$ cat src/rtl/vigna.sv
// vigna: multi-cycle RV32I core (FETCH -> EXEC -> optional MEM), one instruction at a time.
// Separate instruction and data buses, each with a registered valid/ready handshake.
module vigna #(
  parameter logic [31:0] RESET_ADDR = 32'h0000_0000
) (
  input  logic        clk,
  input  logic        resetn,
  output logic        i_valid,
  input  logic        i_ready,
  output logic [31:0] i_addr,
  input  logic [31:0] i_rdata,
  output logic        d_valid,
  input  logic        d_ready,
  output logic [31:0] d_addr,
  input  logic [31:0] d_rdata,
  output logic [31:0] d_wdata,
  output logic [3:0]  d_wstrb
);
  typedef enum logic [1:0] {S_FETCH, S_EXEC, S_MEM} state_e;

  localparam logic [6:0] OPC_LUI   = 7'h37;
  localparam logic [6:0] OPC_AUIPC = 7'h17;
  localparam logic [6:0] OPC_JAL   = 7'h6f;
  localparam logic [6:0] OPC_JALR  = 7'h67;
  localparam logic [6:0] OPC_BR    = 7'h63;
  localparam logic [6:0] OPC_LOAD  = 7'h03;
  localparam logic [6:0] OPC_STORE = 7'h23;
  localparam logic [6:0] OPC_OPIMM = 7'h13;
  localparam logic [6:0] OPC_OP    = 7'h33;

  state_e      state_q;
  logic [31:0] pc_q, ir_q;
  logic        i_valid_q, d_valid_q;
  logic [31:0] d_addr_q, d_wdata_q;
  logic [3:0]  d_wstrb_q;
  logic [1:0]  lo_q;
  logic [31:0] rf [31:0];

  logic [6:0]  opc;
  logic [4:0]  rd, rs1, rs2, shamt;
  logic [2:0]  f3;
  logic [31:0] imm_i, imm_s, imm_b, imm_u, imm_j;
  logic [31:0] rs1_v, rs2_v, op_b, alu, sra_r, pc4, ea;
  logic [31:0] wb_d, npc, ld_v, ld_sh, st_wd;
  logic [15:0] ld_h;
  logic [3:0]  st_strb;
  logic        wb_en, taken, is_mem, rf_we, d_fire;

  assign opc   = ir_q[6:0];
  assign rd    = ir_q[11:7];
  assign f3    = ir_q[14:12];
  assign rs1   = ir_q[19:15];
  assign rs2   = ir_q[24:20];
  assign imm_i = {{20{ir_q[31]}}, ir_q[31:20]};
  assign imm_s = {{20{ir_q[31]}}, ir_q[31:25], ir_q[11:7]};
  assign imm_b = {{19{ir_q[31]}}, ir_q[31], ir_q[7], ir_q[30:25], ir_q[11:8], 1'b0};
  assign imm_u = {ir_q[31:12], 12'b0};
  assign imm_j = {{11{ir_q[31]}}, ir_q[31], ir_q[19:12], ir_q[20], ir_q[30:21], 1'b0};

  assign rs1_v = (rs1 == 5'd0) ? 32'd0 : rf[rs1];
  assign rs2_v = (rs2 == 5'd0) ? 32'd0 : rf[rs2];
  assign op_b  = (opc == OPC_OP) ? rs2_v : imm_i;
  assign shamt = op_b[4:0];
  // Kept in its own assignment so the arithmetic shift is not demoted by an unsigned context.
  assign sra_r = $signed(rs1_v) >>> shamt;
  assign pc4   = pc_q + 32'd4;
  assign is_mem = (opc == OPC_LOAD) || (opc == OPC_STORE);
  assign ea    = rs1_v + ((opc == OPC_STORE) ? imm_s : imm_i);

  always_comb begin
    alu = 32'd0;
    case (f3)
      3'd0: alu = (opc == OPC_OP && ir_q[30]) ? rs1_v - op_b : rs1_v + op_b;
      3'd1: alu = rs1_v << shamt;
      3'd2: alu = {31'd0, $signed(rs1_v) < $signed(op_b)};
      3'd3: alu = {31'd0, rs1_v < op_b};
      3'd4: alu = rs1_v ^ op_b;
      3'd5: alu = ir_q[30] ? sra_r : rs1_v >> shamt;
      3'd6: alu = rs1_v | op_b;
      default: alu = rs1_v & op_b;
    endcase
  end

  always_comb begin
    taken = 1'b0;
    case (f3)
      3'd0: taken = rs1_v == rs2_v;
      3'd1: taken = rs1_v != rs2_v;
      3'd4: taken = $signed(rs1_v) < $signed(rs2_v);
      3'd5: taken = $signed(rs1_v) >= $signed(rs2_v);
      3'd6: taken = rs1_v < rs2_v;
      3'd7: taken = rs1_v >= rs2_v;
      default: taken = 1'b0;
    endcase
  end

  always_comb begin
    wb_en = 1'b0;
    wb_d  = alu;
    npc   = pc4;
    case (opc)
      OPC_LUI:   begin wb_en = 1'b1; wb_d = imm_u; end
      OPC_AUIPC: begin wb_en = 1'b1; wb_d = pc_q + imm_u; end
      OPC_JAL:   begin wb_en = 1'b1; wb_d = pc4; npc = pc_q + imm_j; end
      OPC_JALR:  begin wb_en = 1'b1; wb_d = pc4; npc = (rs1_v + imm_i) & ~32'd1; end
      OPC_BR:    npc = taken ? pc_q + imm_b : pc4;
      OPC_OPIMM, OPC_OP: wb_en = 1'b1;
      default: ;
    endcase
  end

  always_comb begin
    st_wd   = rs2_v;
    st_strb = 4'b1111;
    case (f3[1:0])
      2'd0: begin st_wd = {4{rs2_v[7:0]}};  st_strb = 4'b0001 << ea[1:0]; end
      2'd1: begin st_wd = {2{rs2_v[15:0]}}; st_strb = 4'b0011 << {ea[1], 1'b0}; end
      default: ;
    endcase
    if (opc == OPC_LOAD) begin
      st_wd   = 32'd0;
      st_strb = 4'b0000;
    end
  end

  assign ld_sh = d_rdata >> {lo_q, 3'b000};
  assign ld_h  = lo_q[1] ? d_rdata[31:16] : d_rdata[15:0];
  always_comb begin
    case (f3)
      3'd0: ld_v = {{24{ld_sh[7]}}, ld_sh[7:0]};
      3'd1: ld_v = {{16{ld_h[15]}}, ld_h};
      3'd4: ld_v = {24'd0, ld_sh[7:0]};
      3'd5: ld_v = {16'd0, ld_h};
      default: ld_v = d_rdata;
    endcase
  end

  assign d_fire = (state_q == S_MEM) && d_valid_q && d_ready;
  assign rf_we  = ((state_q == S_EXEC) && wb_en && !is_mem) || (d_fire && opc == OPC_LOAD);

  // Register file is deliberately left out of reset.
  always_ff @(posedge clk) begin
    if (rf_we && rd != 5'd0) rf[rd] <= (state_q == S_MEM) ? ld_v : wb_d;
  end

  always_ff @(posedge clk or negedge resetn) begin
    if (!resetn) begin
      state_q   <= S_FETCH;
      pc_q      <= RESET_ADDR;
      ir_q      <= 32'd0;
      i_valid_q <= 1'b0;
      d_valid_q <= 1'b0;
      d_addr_q  <= 32'd0;
      d_wdata_q <= 32'd0;
      d_wstrb_q <= 4'd0;
      lo_q      <= 2'd0;
    end else begin
      case (state_q)
        S_FETCH: begin
          // A ready seen while valid is still low is stale and must not complete a fetch.
          if (!i_valid_q) i_valid_q <= 1'b1;
          else if (i_ready) begin
            i_valid_q <= 1'b0;
            ir_q      <= i_rdata;
            state_q   <= S_EXEC;
          end
        end
        S_EXEC: begin
          if (is_mem) begin
            d_addr_q  <= {ea[31:2], 2'b00};
            lo_q      <= ea[1:0];
            d_wdata_q <= st_wd;
            d_wstrb_q <= st_strb;
            state_q   <= S_MEM;
          end else begin
            pc_q    <= npc;
            state_q <= S_FETCH;
          end
        end
        S_MEM: begin
          if (!d_valid_q) d_valid_q <= 1'b1;
          else if (d_ready) begin
            d_valid_q <= 1'b0;
            d_wstrb_q <= 4'd0;
            pc_q      <= pc4;
            state_q   <= S_FETCH;
          end
        end
        default: state_q <= S_FETCH;
      endcase
    end
  end

  assign i_valid = i_valid_q;
  assign i_addr  = pc_q;
  assign d_valid = d_valid_q;
  assign d_addr  = d_addr_q;
  assign d_wdata = d_wdata_q;
  assign d_wstrb = d_wstrb_q;
endmodule

$ cat config.mk
export PLATFORM = sky130hd
export DESIGN_NAME = vigna
export DESIGN_NICKNAME = d
export VERILOG_FILES = /design/src/rtl/vigna.sv
export SDC_FILE = /design/constraint.sdc
export NUM_CORES = 2
export LEC_CHECK = 0
export ABC_CLOCK_PERIOD_IN_PS = 9280
export BUFFER_PORTS_ARGS = -buffer_cell sky130_fd_sc_hd__clkbuf_2
export CAP_MARGIN = 20
export CORE_MARGIN = 2
export CORE_UTILIZATION = 26
export DETAILED_ROUTE_END_ITERATION = 10
export PLACE_DENSITY = 0.49
export REMOVE_ABC_BUFFERS = 1
export SLEW_MARGIN = 0
export SYNTH_ARGS = -nofsm -noshare
export SYNTH_HDL_FRONTEND = slang
export SYNTH_SLANG_ARGS = --single-unit
$ cat constraint.sdc
create_clock -name clk -period 9.28 [get_ports clk]
set_input_delay 1.856 -clock clk [delete_from_list [all_inputs] [get_ports clk]]
set_output_delay 1.856 -clock clk [all_outputs]
set_load 0.01 [all_outputs]
==> results by group <==
Floorplanning
  • Site row count: 192
  • CORE AREA: 274,000 µm²
  • Die height: 529 µm
  • Ports: 170
  • Die width: 529 µm
  • Die area: 280,000 µm²
  • Starting Density: 26.2%

Clock tree
  • Worst-path clk slew: 80 ps
  • CTS Buffer Depth: 3
  • Cts repair resizes: 0
  • CTS tree: built
  • Root buf cell: clkbuf_16
  • Post-CTS setup buffer count: 0
  • Clk_lat worst skew: 820 ps
  • # hold bufs at CTS: 0
  • Clock sinks: 1,159
  • H-tree depth: 4
  • TritonCTS Buffers: 134

Hold path
  • WHS Endpoint: d_addr[11]
  • Hold Startpoint: d_addr[11]
  • Hold crit path type: reg2reg
  • Hold path depth: 2

Worst setup path
  • Worst EP required: 9800 ps
  • Crit Path Class: reg2reg
  • Max incr delay on CP: 1170 ps
  • Crit-path cells: buf_4, buf_4, mux4_2, mux4_2, a22oi_1, a21oi_1, ha_1, inv_1, nand3_1, nor3_1, a211oi_1, o31ai_1, a21oi_1, o21ai_0, buf_4, o311ai_0, o31a_1, buf_12
  • CP top delay family: compound AO/OA/AOI/OAI gates
  • Critical-path top delay cell: a22oi_1
  • Max FO, Critical Path: 32
  • Buffers and inverters on the worst path: 5
  • Crit path arrival time: 9340 ps
  • Flop2flop setup slack: 470 ps
  • CP Launch Type: flop
  • R2r startpoint: ir_q[20]
  • Reg-to-Reg End: rf[24][0]
  • Worst reg2reg path depth: 18
  • Endpoint class of the critical path: flop
  • Top cell by count, worst path: buf_4

Global routing
  • Grt total ovfl: 0
  • Total track usage: 24.4%
  • Vias in the first global route: 55,900
  • First-pass GRT wire length: 474,000 µm
  • Pin count of the biggest net entering global routing: 87
  • Initial antenna violation count: 18

Drt
  • DRT Pass-1 Iters: 7
  • Vias: 58,200
  • Drc violations: 0
  • Drt initial violations: 8,180
  • WL final: 352,000 µm
  • Drt wl/cell: 35.7 µm
  • Vias per cell: 5.90
  • ANT nets after route: 0

Logic synthesis
  • EDFF count, synth: 1,024
  • Synth Cell Area: 71,700 µm²
  • Compound-cell area share of the yosys netlist: 14.7%
  • Synth async-reset ratio: 11.6%
  • Post-synthesis xor/xnor area fraction: 2.03%
  • Syn Inst Count: 6,001
  • Register bit total from synthesis: 1,159
  • Largest family of logic cells by synthesized area: multiplexers
  • Area share of fa/ha/maj cells after synthesis: 4.07%
  • Post-synthesis cell type count: 110
  • Synth Flop Type: edfxtp_1
  • Mux share of post-synthesis cell area: 19.0%
  • Sequential cell area fraction in the yosys report: 47.6%
  • Yosys warning total: 0
  • Syn avg cell area: 11.9 µm²
  • Post-synthesis simple-gate area fraction: 8.83%

Layout
  • Most frequent cells in the layout: edfxtp_1, nand2_1, a21oi_1, mux4_2, mux2i_1
  • Final net count: 6,454
  • P&R area growth vs syn: 14.8%
  • Commonest non-fill, non-tap cell in the layout: edfxtp_1
  • Finished Cell Area: 82,300 µm²
  • Layout cells sized above 1: 20.1%
  • Layout Cells excl Fill: 9,860
  • Fillcell total: 27,700

Status
  • Outcome: finished with violations
  • Violated checks: slew limit

STA
  • # setup viols final: 0
  • Max Clock Skew: 53.0 ps
  • Tmin final: 8810 ps
  • Slew of the pin with the lowest slew margin: 1520 ps
  • Fin crit share: 95.0%
  • Worst setup margin: 466 ps
  • Unrepaired setup endpoints after global routing: no
  • Pins Over Slew Limit: 3
  • Slew HR: -1.31%
  • Final hold viol count: 0
  • F_max: 113 MHz
  • Fin Hold WS: 475 ps

Placement
  • Detailed Place HPWL: 249,000 µm
  • Placed Cells: 9,606
  • I/O Buffers: 166
  • Placed cell areas: 77,800 µm²
  • DP Worst Slack: 1340 ps
  • GP Congestion: 1.07

Run
  • Max Cap Violations: 0
## cells by family after synthesis
| kind of cell | Yosys count |
|---|---|
| AO/OA/AOI/OAI | 1629 |
| XOR/XNOR | 166 |
| adder cells (fa/ha/maj) | 229 |
| buffers and inverters | 601 |
| flip-flops | 1159 |
| multiplexers | 832 |
| other | 1 |
| AND/OR/NAND/NOR | 1384 |
## routing by layer
layer | vias to the layer above | global-route usage [%] | wire length (µm)
met5 | - | 0 | 44
met4 | 6 | 15.0 | 25300
met3 | 714 | 4.68 | 29700
met2 | 3448 | 37.3 | 155000
met1 | 30200 | 31.9 | 142000
li1 | 23800 | - | -
## state kept, by name, summed over array words and instances, names as in the netlist
name     count
d_wdata     32
i_addr      31
d_wstrb      4
lo_q         2
ir_q        32
state_q      2
rf        1024
d_addr      30
i_valid      1
d_valid      1
## area by class of cell
cell class | count | area [µm²] | area share [%]
sequential | 1159 | 34200 | 41.5
multi-input combinational | 4275 | 35500 | 43.1
tap | 3589 | 4490 | 5.46
clock inverter | 86 | 1000 | 1.22
timing repair buffer | 424 | 3070 | 3.73
antenna | 7 | 17.5 | 0.0213
clock buffer | 157 | 3460 | 4.20
inverter | 163 | 619 | 0.752
## per-stage QoR
stage	util, %	TNS, ps
6_report	30.1	0
5_1_grt	30.1	0
4_1_cts	30.0	0
3_5_place_dp	28.4	0
3_3_place_gp	28.4	0
2_1_floorplan	-	-8453030
## worst min-delay path, stage by stage, from the launching register on
cell and delay, ps:
dfrtp_1 340, nand2_1 40, o21ai_0 60
## worst max path at each step
stage / cells after the start / slack (ps) / to / startpoint
after global routing: 18 / 380 / rf[27][0] / ir_q[20]
after detailed placement: 18 / 1340 / rf[19][0] / ir_q[20]
after floorplan: 13 / -8710 / rf[0][27] / ir_q[17]
after global placement: 18 / 1240 / rf[18][0] / ir_q[20]
final: 18 / 470 / rf[24][0] / ir_q[20]
after CTS: 18 / 1270 / rf[4][0] / ir_q[20]
## synth_stat cells, types with 42 or more instances
cell	count	area (µm²)
ha_1	222	2780
xnor2_1	115	1010
o211ai_1	45	338
clkbuf_1	250	938
a21oi_1	490	2450
o22ai_1	92	576
nand3_1	126	631
dfrtp_1	135	3380
xor2_1	51	447
a211oi_1	48	360
a31oi_1	71	444
buf_4	42	315
inv_1	156	586
buf_2	97	485
mux2i_1	330	3300
nor2_1	299	1120
o21ai_0	295	1480
nor3_1	93	465
a22oi_1	97	728
edfxtp_1	1024	30700
mux2_2	88	991
mux4_2	409	9210
nand2_1	573	2150
a221oi_1	53	464
a21o_1	91	683
nand4_1	51	319
o21bai_1	45	338
Power is not shown: default switching activity piles up to over one toggle a cycle in this logic, so the estimate is an artifact.
